===== src/rtl/trifetch_pkg.sv =====
`default_nettype none
// ============================================================================
// Module      : trifetch_pkg
// Description : Shared tryte/trit definitions and fetch-stage types.
// Revision    : 1.0
// ============================================================================
package trifetch_pkg;

    localparam int TRYTE_W = 18;
    localparam int TRITS   = 9;

    localparam logic [1:0] TRIT_ZERO = 2'b00;
    localparam logic [1:0] TRIT_POS  = 2'b01;
    localparam logic [1:0] TRIT_NEG  = 2'b11;
    localparam logic [1:0] TRIT_BAD  = 2'b10;

    localparam logic [TRYTE_W-1:0] TRYTE_MAX = 18'h15555;
    localparam logic [TRYTE_W-1:0] TRYTE_MIN = 18'h3FFFF;

    typedef logic [TRYTE_W-1:0] tryte_t;

    typedef enum logic [1:0] {
        ST_REQ   = 2'd0,
        ST_WAIT  = 2'd1,
        ST_HOLD  = 2'd2,
        ST_FAULT = 2'd3
    } fetch_state_t;

    function automatic logic tryte_has_illegal(input tryte_t t);
        logic bad;
        bad = 1'b0;
        for (int i = 0; i < TRITS; i++) begin
            if (t[2*i +: 2] == TRIT_BAD) begin
                bad = 1'b1;
            end
        end
        return bad;
    endfunction

    // Balanced-ternary conversion of a signed integer, LSB trit first.
    function automatic tryte_t util_int_to_tryte(input int value);
        int     v;
        int     r;
        tryte_t t;
        v = value;
        t = '0;
        for (int i = 0; i < TRITS; i++) begin
            r = v % 3;
            if (r < 0) begin
                r = r + 3;
            end
            if (r == 0) begin
                t[2*i +: 2] = TRIT_ZERO;
            end else if (r == 1) begin
                t[2*i +: 2] = TRIT_POS;
                v = v - 1;
            end else begin
                t[2*i +: 2] = TRIT_NEG;
                v = v + 1;
            end
            v = v / 3;
        end
        return t;
    endfunction

endpackage
`default_nettype wire


===== src/rtl/tryte_inc.sv =====
`default_nettype none
// ============================================================================
// Module      : tryte_inc
// Description : Combinational 9-trit balanced-ternary incrementer (wraps).
// Revision    : 1.0
// ============================================================================
module tryte_inc
    import trifetch_pkg::*;
(
    input  logic [TRYTE_W-1:0] i_tryte,
    output logic [TRYTE_W-1:0] o_tryte
);

    always_comb begin
        logic w_carry;
        w_carry = 1'b1;
        o_tryte = i_tryte;
        for (int i = 0; i < TRITS; i++) begin
            if (w_carry) begin
                case (i_tryte[2*i +: 2])
                    TRIT_NEG: begin
                        o_tryte[2*i +: 2] = TRIT_ZERO;
                        w_carry           = 1'b0;
                    end
                    TRIT_ZERO: begin
                        o_tryte[2*i +: 2] = TRIT_POS;
                        w_carry           = 1'b0;
                    end
                    // +1 rolls to -1 and the carry ripples on
                    default: begin
                        o_tryte[2*i +: 2] = TRIT_NEG;
                    end
                endcase
            end
        end
    end

endmodule
`default_nettype wire


===== src/rtl/trifetch.sv =====
`default_nettype none
// ============================================================================
// Module      : trifetch
// Description : Ternary instruction fetch stage in front of triram.
//               Optional macro: TRIFETCH_ILLEGAL_TRIT_CHECK_EN.
// Revision    : 1.0
// ============================================================================
module trifetch
    import trifetch_pkg::*;
#(
    parameter logic [TRYTE_W-1:0] RESET_PC = 18'h0,
    parameter logic signed [1:0]  FETCH_PT = 2'sb01
)
(
    input  logic                clk,
    input  logic                rst,
    output logic                ram_e,
    output logic                ram_write,
    output logic signed [1:0]   ram_pt,
    output logic [TRYTE_W-1:0]  ram_addr,
    input  logic                ram_o,
    input  logic                ram_pagefault,
    input  logic [TRYTE_W-1:0]  ram_out,
    output logic                instr_valid,
    input  logic                instr_ready,
    output logic [TRYTE_W-1:0]  instr,
    output logic [TRYTE_W-1:0]  instr_pc,
    input  logic                redir,
    input  logic [TRYTE_W-1:0]  redir_pc,
    output logic                fault,
`ifdef TRIFETCH_ILLEGAL_TRIT_CHECK_EN
    output logic                illegal,
`endif
    output logic [TRYTE_W-1:0]  fault_addr
);

    fetch_state_t       r_state, w_state_nxt;
    logic [TRYTE_W-1:0] r_pc, w_pc_nxt;
    logic               r_drop, w_drop_nxt;
    logic               r_ram_e, w_ram_e_nxt;
    logic               r_valid, w_valid_nxt;
    logic [TRYTE_W-1:0] r_instr, w_instr_nxt;
    logic [TRYTE_W-1:0] r_instr_pc, w_instr_pc_nxt;
    logic               r_fault, w_fault_nxt;
    logic [TRYTE_W-1:0] r_fault_addr, w_fault_addr_nxt;
    logic               r_illegal, w_illegal_nxt;
    logic [TRYTE_W-1:0] w_pc_inc;
    logic               w_illegal_resp;

    tryte_inc u_pc_inc (
        .i_tryte (r_pc),
        .o_tryte (w_pc_inc)
    );

`ifdef TRIFETCH_ILLEGAL_TRIT_CHECK_EN
    assign w_illegal_resp = tryte_has_illegal(ram_out);
    assign illegal        = r_illegal;
`else
    assign w_illegal_resp = 1'b0;
`endif

    always_ff @(posedge clk or posedge rst) begin
        if (rst) begin
            r_state      <= ST_REQ;
            r_pc         <= RESET_PC;
            r_drop       <= 1'b0;
            r_ram_e      <= 1'b0;
            r_valid      <= 1'b0;
            r_instr      <= '0;
            r_instr_pc   <= '0;
            r_fault      <= 1'b0;
            r_fault_addr <= '0;
            r_illegal    <= 1'b0;
        end else begin
            r_state      <= w_state_nxt;
            r_pc         <= w_pc_nxt;
            r_drop       <= w_drop_nxt;
            r_ram_e      <= w_ram_e_nxt;
            r_valid      <= w_valid_nxt;
            r_instr      <= w_instr_nxt;
            r_instr_pc   <= w_instr_pc_nxt;
            r_fault      <= w_fault_nxt;
            r_fault_addr <= w_fault_addr_nxt;
            r_illegal    <= w_illegal_nxt;
        end
    end

    always_comb begin
        w_state_nxt      = r_state;
        w_pc_nxt         = r_pc;
        w_drop_nxt       = r_drop;
        w_ram_e_nxt      = 1'b0;
        w_valid_nxt      = r_valid;
        w_instr_nxt      = r_instr;
        w_instr_pc_nxt   = r_instr_pc;
        w_fault_nxt      = r_fault;
        w_fault_addr_nxt = r_fault_addr;
        w_illegal_nxt    = r_illegal;

        if (redir) begin
            w_pc_nxt      = redir_pc;
            w_valid_nxt   = 1'b0;
            w_fault_nxt   = 1'b0;
            w_illegal_nxt = 1'b0;
            // An in-flight request must still be drained before reissuing
            if ((r_state == ST_WAIT) && !ram_o) begin
                w_state_nxt = ST_WAIT;
                w_drop_nxt  = 1'b1;
            end else begin
                w_state_nxt = ST_REQ;
                w_drop_nxt  = 1'b0;
            end
        end else begin
            case (r_state)
                ST_REQ: begin
                    w_ram_e_nxt = 1'b1;
                    w_state_nxt = ST_WAIT;
                end
                ST_WAIT: begin
                    if (ram_o) begin
                        if (r_drop) begin
                            w_drop_nxt  = 1'b0;
                            w_state_nxt = ST_REQ;
                        end else if (ram_pagefault || w_illegal_resp) begin
                            w_fault_nxt      = 1'b1;
                            w_fault_addr_nxt = r_pc;
                            w_illegal_nxt    = !ram_pagefault;
                            w_state_nxt      = ST_FAULT;
                        end else begin
                            w_instr_nxt    = ram_out;
                            w_instr_pc_nxt = r_pc;
                            w_valid_nxt    = 1'b1;
                            w_pc_nxt       = w_pc_inc;
                            w_state_nxt    = ST_HOLD;
                        end
                    end
                end
                ST_HOLD: begin
                    if (instr_ready) begin
                        w_valid_nxt = 1'b0;
                        w_state_nxt = ST_REQ;
                    end
                end
                ST_FAULT: begin
                    w_valid_nxt = 1'b0;
                end
                default: begin
                    w_state_nxt = ST_REQ;
                end
            endcase
        end
    end

    assign ram_e       = r_ram_e;
    assign ram_write   = 1'b0;
    assign ram_pt      = FETCH_PT;
    assign ram_addr    = r_pc;
    assign instr_valid = r_valid;
    assign instr       = r_instr;
    assign instr_pc    = r_instr_pc;
    assign fault       = r_fault;
    assign fault_addr  = r_fault_addr;

endmodule
`default_nettype wire


===== config.mk =====
export PLATFORM = sky130hd
export DESIGN_NAME = trifetch
export DESIGN_NICKNAME = d
export VERILOG_FILES = /design/src/rtl/trifetch_pkg.sv /design/src/rtl/tryte_inc.sv /design/src/rtl/trifetch.sv
export SDC_FILE = /design/constraint.sdc
export NUM_CORES = 1
export LEC_CHECK = 0
export CAP_MARGIN = 15
export CORE_UTILIZATION = 40
export DETAILED_ROUTE_END_ITERATION = 10
export HOLD_SLACK_MARGIN = 0.08
export PLACE_DENSITY = 0.72
export SYNTH_ARGS = -nofsm -noshare
export SYNTH_HDL_FRONTEND = slang
export SYNTH_SLANG_ARGS = --single-unit
export TNS_END_PERCENT = 20

===== constraint.sdc =====
create_clock -name clk -period 3.2 [get_ports clk]
set_clock_uncertainty 0.15 [all_clocks]
set_input_delay 0.64 -clock clk [delete_from_list [all_inputs] [get_ports clk]]
set_output_delay 0.64 -clock clk [all_outputs]
set_load 0.02 [all_outputs]

# [Word level (Yosys, flattened, before mapping)]
# Index checks and enable logic that the tools add are counted.
[op_classes] eq_ne=19 muxes=60 bitwise_logic=3 reduce_logical=47
[op_table] op="two-way mux 18 bit" count=5
[op_table] op="AND reduction 5 bit" count=11
[op_table] op="case mux 2 bit (2 select lines)" count=9
[op_table] op="two-way mux 1 bit" count=32
[op_table] op="two-way mux 2 bit" count=12
[op_table] op="== test 2 bit (second input constant)" count=11
[op_table] op="logical NOT 2 bit" count=10
[op_table] op="nonzero test 2 bit" count=10
[op_table] op="OR reduction 2 bit" count=8
[op_table] op="!= test 3 bit (second input constant)" count=4
[op_table] op="AND reduction 4 bit" count=2
[op_table] op="nonzero test 4 bit" count=2
[op_table] op="case mux 2 bit (3 select lines)" count=1
[op_table] op="!= test 2 x 1 -> 1 bit (second input constant)" count=2
[op_table] op="NOT 1 bit" count=3
[op_table] op="case mux 1 bit (3 select lines)" count=1
[op_table] op="AND reduction 3 bit" count=1
[op_table] op="== test 2 x 1 -> 1 bit (second input constant)" count=1
[op_table] op="!= test 2 bit (second input constant)" count=1
[op_table] op="AND reduction 2 bit" count=1
[op_table] op="logical AND 1 bit" count=1
[op_table] op="logical NOT 1 bit" count=1
[totals] register_bits=78 input_bits=42 output_inout_bits=78

# [Depth between registers and ports, before layout]
# Gate-level depths: netlist of the first run.
[logic_depth] depth_word=16 ltp_mapped=6 depth_no_buf=4

# [Cells and area by module]
# Synthesis of the first run repeated with hierarchy kept, for this count alone.
[unflattened] cells_unflattened=260 area_unflattened_um2=3662.3
[modules_own_cells] mod="trifetch" instances=1 cells_per_inst=210 area_per_inst_um2=3308.2
[modules_own_cells] mod="tryte_inc" instances=1 cells_per_inst=50 area_per_inst_um2=354.1

# [Worst setup path after synthesis of the first run]
# No wires, ideal clock.
[synth_path] path_type="input to register" startpoint="input port ram_pagefault" endpoint="register r_instr[0], in the netlist instr[0]" setup_ps=125 arrival_ps=1955 slack_ps=970 stages=5 path_buffers=2 cell_sequence="or3b_1 buf_2 nor3_4 buf_6 mux2_2"
[synth_between] elab_chain_cells=2
[synth_rtl] item="from (decl)" line="trifetch.sv:22" text="input logic ram_pagefault,"
[synth_rtl] item="NOT 1 bit (no line)"
[synth_rtl] item="AND reduction 5 bit (no line)"
[synth_rtl] item="to (signal assigned)" line="trifetch.sv:80" text="r_instr <= w_instr_nxt;"
[synth_rtl] item="to (decl)" line="trifetch.sv:42" text="logic [TRYTE_W-1:0] r_instr, w_instr_nxt;"
# Every way passes these cells.
# A chain may end at the register's enable or synchronous reset.

# [Final worst setup path of the first run]
[layout_path] startpoint="input port ram_pagefault" endpoint="register r_instr_pc[8], in the netlist instr_pc[8]"
[layout_between] elab_chain_cells=2
[layout_rtl] item="NOT 1 bit (no line)"
[layout_rtl] item="AND reduction 5 bit (no line)"
[layout_rtl] item="to (signal assigned)" line="trifetch.sv:81" text="r_instr_pc <= w_instr_pc_nxt;"
[layout_rtl] item="to (decl)" line="trifetch.sv:43" text="logic [TRYTE_W-1:0] r_instr_pc, w_instr_pc_nxt;"
# Every way passes these cells.

==> impl_metrics.tcl, run 1 <==
set metrics [dict create \
    outcome "completed" \
    crit_fanout 36 \
    place_hpwl_mm 5.71 \
    tritoncts_clock_tree "done" \
    crit_required_ns 3.28 \
    rsz_0062_raised_after_global_routing "no" \
    synthesis.area_sq_um 3500 \
    pwr-share-seq_pct 37.9 \
    post-route-period-util_pct 76.8 \
    cts-root-to-sink-buffers 2 \
    timing.rr.start "ram_addr[1]" \
    die_boundary_height_microns 95.5 \
    syn_avg_cell_area_sq_um 12.8 \
    nNetsFinal 443 \
    cts-resized-gates 0 \
    num_vias 2656 \
    wl_met1_mm 3.47 \
    critPathCaptureType "flip-flop" \
    met3_wirelength_microns 625 \
    reg2regPathDepth 4 \
    report.final.slew_viol_count 0 \
    worstMarginPinSlew_ns 0.693 \
    clk_transition_reported_paths_ns 0.08 \
    synthDistinctLibCells 44 \
    critPathLaunchType "input port" \
    irDropWorstVdd_v 0.000343 \
    n_antenna_cell 0 \
    die_width_microns 95.5 \
    pwr-share-clk_pct 17.2 \
    min_path_type "flip-flop to flip-flop" \
    final_common_cell "sky130_fd_sc_hd__clkdlybuf4s50_1" \
    clock-root-buffer "sky130_fd_sc_hd__clkbuf_8" \
    synth_enable_flop_cells 0 \
    rel_slew_slack_pct 53.7 \
    dp_worst_setup_slack_ns 0.376 \
    detailed_route_vias_per_instance 5.29 \
    met2RoutedLength_mm 3.83 \
    floorplan.die_area_sq_um 9120 \
    comb_power_share_pct 44.9 \
    power.internal_w 0.00273 \
    asyncSetResetFlopFracSynth_pct 100 \
    syn2layout_area_growth_pct 42.5 \
    row_count 33 \
    hold_buffers 0 \
    via_count_of_the_first_global_routing_pass 2607 \
    cts_htree_levels 3 \
    worst-r2r-setup-slack_ns 0.91 \
    postSynthCellCount 273 \
    worst-setup-path-type "input port to flip-flop" \
    hold_path_startpoint "instr[9]" \
    p_per_area_nw_per_um2 840 \
    post-route-cell-area_sq_um 4980 \
    source_to_sink_clock_delay_at_the_later_pin_of_the_worst_skew_pair_ns 0.35 \
    io_buffers 116 \
    period_minus_slack_ns 2.46 \
    antenna_found_initial 0 \
    detail_route.wl_per_cell_microns 16.0 \
    core-area_sq_um 8340 \
    top_layer_used "met4" \
    power.switching_w 0.00145 \
    synth_flop_cell "sky130_fd_sc_hd__dfrtp_1" \
    floorplan.initialDensity_pct 41.9 \
    drt_iter0_drc 144 \
    globalplace.congestion 0.822 \
    grt_pass1_wl_mm 12.8 \
    grt_start_max_net_pins 44 \
    track_usage_pct 18.7 \
    num_cts_buffers 9 \
    min_path_cells 1 \
    drt-pass1-iter-count 4 \
    multiInputGateArea_sq_um 1410 \
    drive_gt1_share_pct 21.2 \
    finalWorstSetupSlack_ns 0.742 \
    worst-endpoint-arrival_ns 2.54 \
    timing.final.hold_violations 0 \
    drc_errors 0 \
    yosysWarnings 0 \
    num_io_pins 120 \
    fmaxAchievable_mhz 407 \
    max_cap_viol_count 0 \
    postCtsSetupRepairBufs 0 \
    detail_route.wirelength_mm 8.04 \
    dpl-instance-area_sq_um 4790 \
    antenna_left 0 \
    grt.overflow.total 0 \
    power.total_w 0.00418 \
    commonest_cells_after_routing_fill_and_taps_aside "116 x sky130_fd_sc_hd__clkdlybuf4s50_1, 78 x sky130_fd_sc_hd__dfrtp_1, 55 x sky130_fd_sc_hd__mux2_2" \
    seq_area_sq_um 1950 \
    final.setup.tns_ns 0 \
    hold-path-endpoint "instr[9]" \
    clock_sink_count 78 \
    total_leakage_power_nw 2.11 \
    netSwitchingFraction_pct 34.8 \
    n_fill_cell 672 \
    synth_seq_area_share_pct 55.8 \
    setup_viol 0 \
    rr_endpoint "ram_addr[17]" \
    synth_seq_cells 78 \
]
-- worst max-delay path, cell delays in order --
cell and delay, ns:
sky130_fd_sc_hd__clkdlybuf4s50_1 0.53, sky130_fd_sc_hd__or3b_1 0.53, sky130_fd_sc_hd__nor3_4 0.20, sky130_fd_sc_hd__buf_12 0.25, sky130_fd_sc_hd__mux2_2 0.36
-- cell families (layout without fill, tap and decap cells) --
logic type                 count (synthesis)  in the layout  share of synthesized area (%)
AOI/OAI and AO/OA                         54             54                           10.8
and+or+nand+nor                           47             47                           8.16
adders and majority gates                  9              9                           3.22
DFF                                       78             78                           55.8
buffers and inverters                     28            151                           4.08
muxes                                     55             55                           17.7
other                                      2              3                          0.215
-- final cells by class --
cell class	count	area share [%]
Sequential cell	78	39.2
Inverter	9	0.703
Multi-Input combinational cell	168	28.3
Clock inverter	5	1.18
Tap cell	105	2.64
Clock buffer	11	2.64
Timing Repair Buffer	126	25.3
-- power by group through the flow --
| stage | logic [W] | clock network (W) | registers [W] |
|---|---|---|---|
| finish | 0.00188 | 0.000720 | 0.00159 |
| global route | 0.00201 | 0.000782 | 0.00165 |
| CTS | 0.00189 | 0.000749 | 0.00159 |
| detailed placement | 0.00189 | 0 | 0.00161 |
| global placement | 0.00186 | 0 | 0.00159 |
| floorplan | 0.000519 | 0 | 0.00204 |
-- cell usage after synthesis (all sizes together) (2+ instances only) --
cell     instances  share of area [%]
dfrtp           78                 56
mux2            55                 18
a31oi           12                2.1
buf             12                2.4
nand2           12                1.3
o21ai           11                1.6
ha               9                3.2
inv              8               0.86
o31ai            8                1.7
clkbuf           7               0.75
nor2             7               0.75
a21oi            6               0.86
a2bb2oi          3               0.75
a41o             3               0.86
and3             3               0.54
nand3            3               0.57
nand4            3               0.54
o22a             3               0.75
a41oi            2               0.50
and4             2               0.50
conb             2               0.21
nand2b           2               0.36
nand4b           2               0.50
nor2b            2               0.36
nor3             2               0.61
o41ai            2               0.50
or4              2               0.43
-- how the worst max path moves through the flow --
| stage | startpoint | end | cells past startpoint |
|---|---|---|---|
| 2_1_floorplan | rst | fault | 1 |
| 6_report | ram_pagefault | instr_pc[8] | 5 |
| 4_1_cts | ram_pagefault | instr_pc[8] | 5 |
| 5_1_grt | ram_pagefault | instr[11] | 5 |
| 3_3_place_gp | ram_pagefault | instr_pc[9] | 5 |
| 3_5_place_dp | ram_pagefault | instr[14] | 5 |
-- metrics by stage --
step                      instances  hold WS, ns  utilization (%)
after global routing            502        0.374             59.7
final                           502        0.357             59.7
after CTS                       502        0.362             59.7
after floorplan                 274        0.383                -
after global placement          486        0.336             57.4
after detailed placement        486        0.342             57.4
-- registers in the layout, summed over array words and instances, names as in the netlist --
name	flops
fault	1
fault_addr	18
instr	18
instr_pc	18
instr_valid	1
r_drop	1
r_state	2
ram_addr	18
ram_e	1
-- metal layers --
metal  track usage, %  vias up
met4             6.09        0
met1             23.9     1298
met3             6.38        9
met2             29.7      109
li1                 -     1240
met5                0        -
Power figures use the tool's default switching activity.
==> run 2, diff against run 1 <==
Clock period 3.2 ns to 2.55 ns, I/O delays scaled along.
==> run 2 against run 1 <==
Count of clock-buffer cells in the layout decreased by 2. Clock power increased by 32%. Total power is 27% higher. Wire length up 1.9%. Final cell count grew 1.2%. Sequential share of layout area decreased by 0.57 points. Sequential power grew 25%. Via count grew 1.7%. Setup slack worse by 0.30 ns. Die area did not move. Critical path depth down 4. Critical endpoint is now ram_addr[16]. Largest cell class unchanged.
==> impl_metrics.tcl, run 2 (synthesis gave the netlist of run 1 again) <==
set metrics [dict create \
    p_per_area_nw_per_um2 1050 \
    rsz_0062_raised_after_global_routing "no" \
    rel_slew_slack_pct 63.3 \
    critPathLaunchType "flip-flop" \
    outcome "completed" \
    detail_route.wirelength_mm 8.19 \
    antenna_found_initial 0 \
    track_usage_pct 18.8 \
    die_width_microns 95.5 \
    drive_gt1_share_pct 22.8 \
    final.setup.tns_ns 0 \
    tritoncts_clock_tree "done" \
    cts_htree_levels 3 \
    cts-root-to-sink-buffers 2 \
    timing.critical_path.buf_inv 1 \
    worst-r2r-setup-slack_ns 0.55 \
    max_cap_viol_count 0 \
    min_path_cells 1 \
    grt.overflow.total 0 \
    worst-setup-path-type "flip-flop to output port" \
    irDropWorstVdd_v 0.000605 \
    clk_transition_reported_paths_ns 0.09 \
    top_layer_used "met4" \
    grt_pass1_wl_mm 13.0 \
    finalWorstSetupSlack_ns 0.442 \
    total_leakage_power_nw 2.15 \
    num_io_pins 120 \
    source_to_sink_clock_delay_at_the_later_pin_of_the_worst_skew_pair_ns 0.35 \
    timing.final.hold_violations 0 \
    detailed_route_vias_per_instance 5.32 \
    core-area_sq_um 8340 \
    drt_iter0_drc 94 \
    timing.critical_path.max_delay_family "buffers and inverters" \
    fmaxAchievable_mhz 474 \
    place_hpwl_mm 5.91 \
    crit_chain "clkdlybuf4s50_1" \
    io_buffers 116 \
    worstMarginPinSlew_ns 0.550 \
    delay_of_the_slowest_cell_on_the_worst_path_ns 0.64 \
    drt-pass1-iter-count 4 \
    floorplan.initialDensity_pct 41.9 \
    critical-path-slowest-cell "sky130_fd_sc_hd__clkdlybuf4s50_1" \
    met3_wirelength_microns 669 \
    num_cts_buffers 9 \
    report.final.slew_viol_count 0 \
    n_antenna_cell 0 \
    die_boundary_height_microns 95.5 \
    grt_start_max_net_pins 37 \
    wl_met1_mm 3.54 \
    floorplan.die_area_sq_um 9120 \
    syn2layout_area_growth_pct 44.6 \
    num_vias 2702 \
    setup_viol 0 \
    critPathCaptureType "output port" \
    nNetsFinal 449 \
    post_route_utilization_pct 60.6 \
    postCtsSetupRepairBufs 0 \
    cp.depth 1 \
    via_count_of_the_first_global_routing_pass 2643 \
    clock_sink_count 78 \
    met2RoutedLength_mm 3.90 \
    antenna_left 0 \
    clock-root-buffer "sky130_fd_sc_hd__clkbuf_8" \
    cts-resized-gates 0 \
    dp_worst_setup_slack_ns 0.117 \
    crit_required_ns 1.89 \
    commonest_cells_after_routing_fill_and_taps_aside "116 x sky130_fd_sc_hd__clkdlybuf4s50_1, 78 x sky130_fd_sc_hd__dfrtp_1, 55 x sky130_fd_sc_hd__mux2_2" \
    worst-endpoint-arrival_ns 1.45 \
    period_minus_slack_ns 2.11 \
    final_common_cell "sky130_fd_sc_hd__clkdlybuf4s50_1" \
    drc_errors 0 \
    post-route-period-util_pct 82.7 \
    reg2regPathDepth 5 \
    globalplace.congestion 0.770 \
    crit_fanout 5 \
    row_count 33 \
    detail_route.wl_per_cell_microns 16.1 \
    min_path_type "flip-flop to flip-flop" \
    hold_buffers 0 \
]
## run 2: cell types whose count changed in the layout (fill, tap and decap cells not counted), sizes merged
cell,change
buf,+6
clkbuf,-2
inv,+2
## run 2: stage by stage
step                      std cells  hold slack [ns]  power, W  instance area (sq um)
after floorplan                 274            0.383   0.00321                   3500
after global placement          492            0.335   0.00435                   4850
after detailed placement        492            0.344   0.00442                   4850
after CTS                       508            0.365   0.00539                   5050
after global routing            508            0.378   0.00563                   5050
final                           508            0.360   0.00532                   5050
## run 2: path summary, 6_finish.rpt
| path | from | end |
|---|---|---|
| min | instr_pc[4] | instr_pc[4] |
| max reg2reg | ram_addr[1] | ram_addr[17] |
| min reg2reg | instr_pc[4] | instr_pc[4] |
| max | ram_addr[16] | ram_addr[16] |
| min in group asynchronous | rst | instr[8] |
| max in group asynchronous | rst | fault_addr[16] |
## run 2: routing by layer
layer	vias to the layer above	track usage, %
met1	1324	23.9
met3	4	5.98
met5	-	0
met4	0	5.35
met2	113	30.7
li1	1261	-
## run 2: area by class of cell
class                   instances  area, sq um
fillers                       690         3290
flip-flops and latches         78         1950
multi-input cells             168         1410
repair buffers                132         1320
well taps                     105          131
clock buffers                   9          124
clock inverters                 7         80.1
inverters                       9         37.5
## run 2: report_power, final
part / internal, W / switching (W)
clock: 0.000466 / 0.000486
sequential: 0.00171 / 0.000284
combinational: 0.00127 / 0.00110
total: 0.00345 / 0.00187
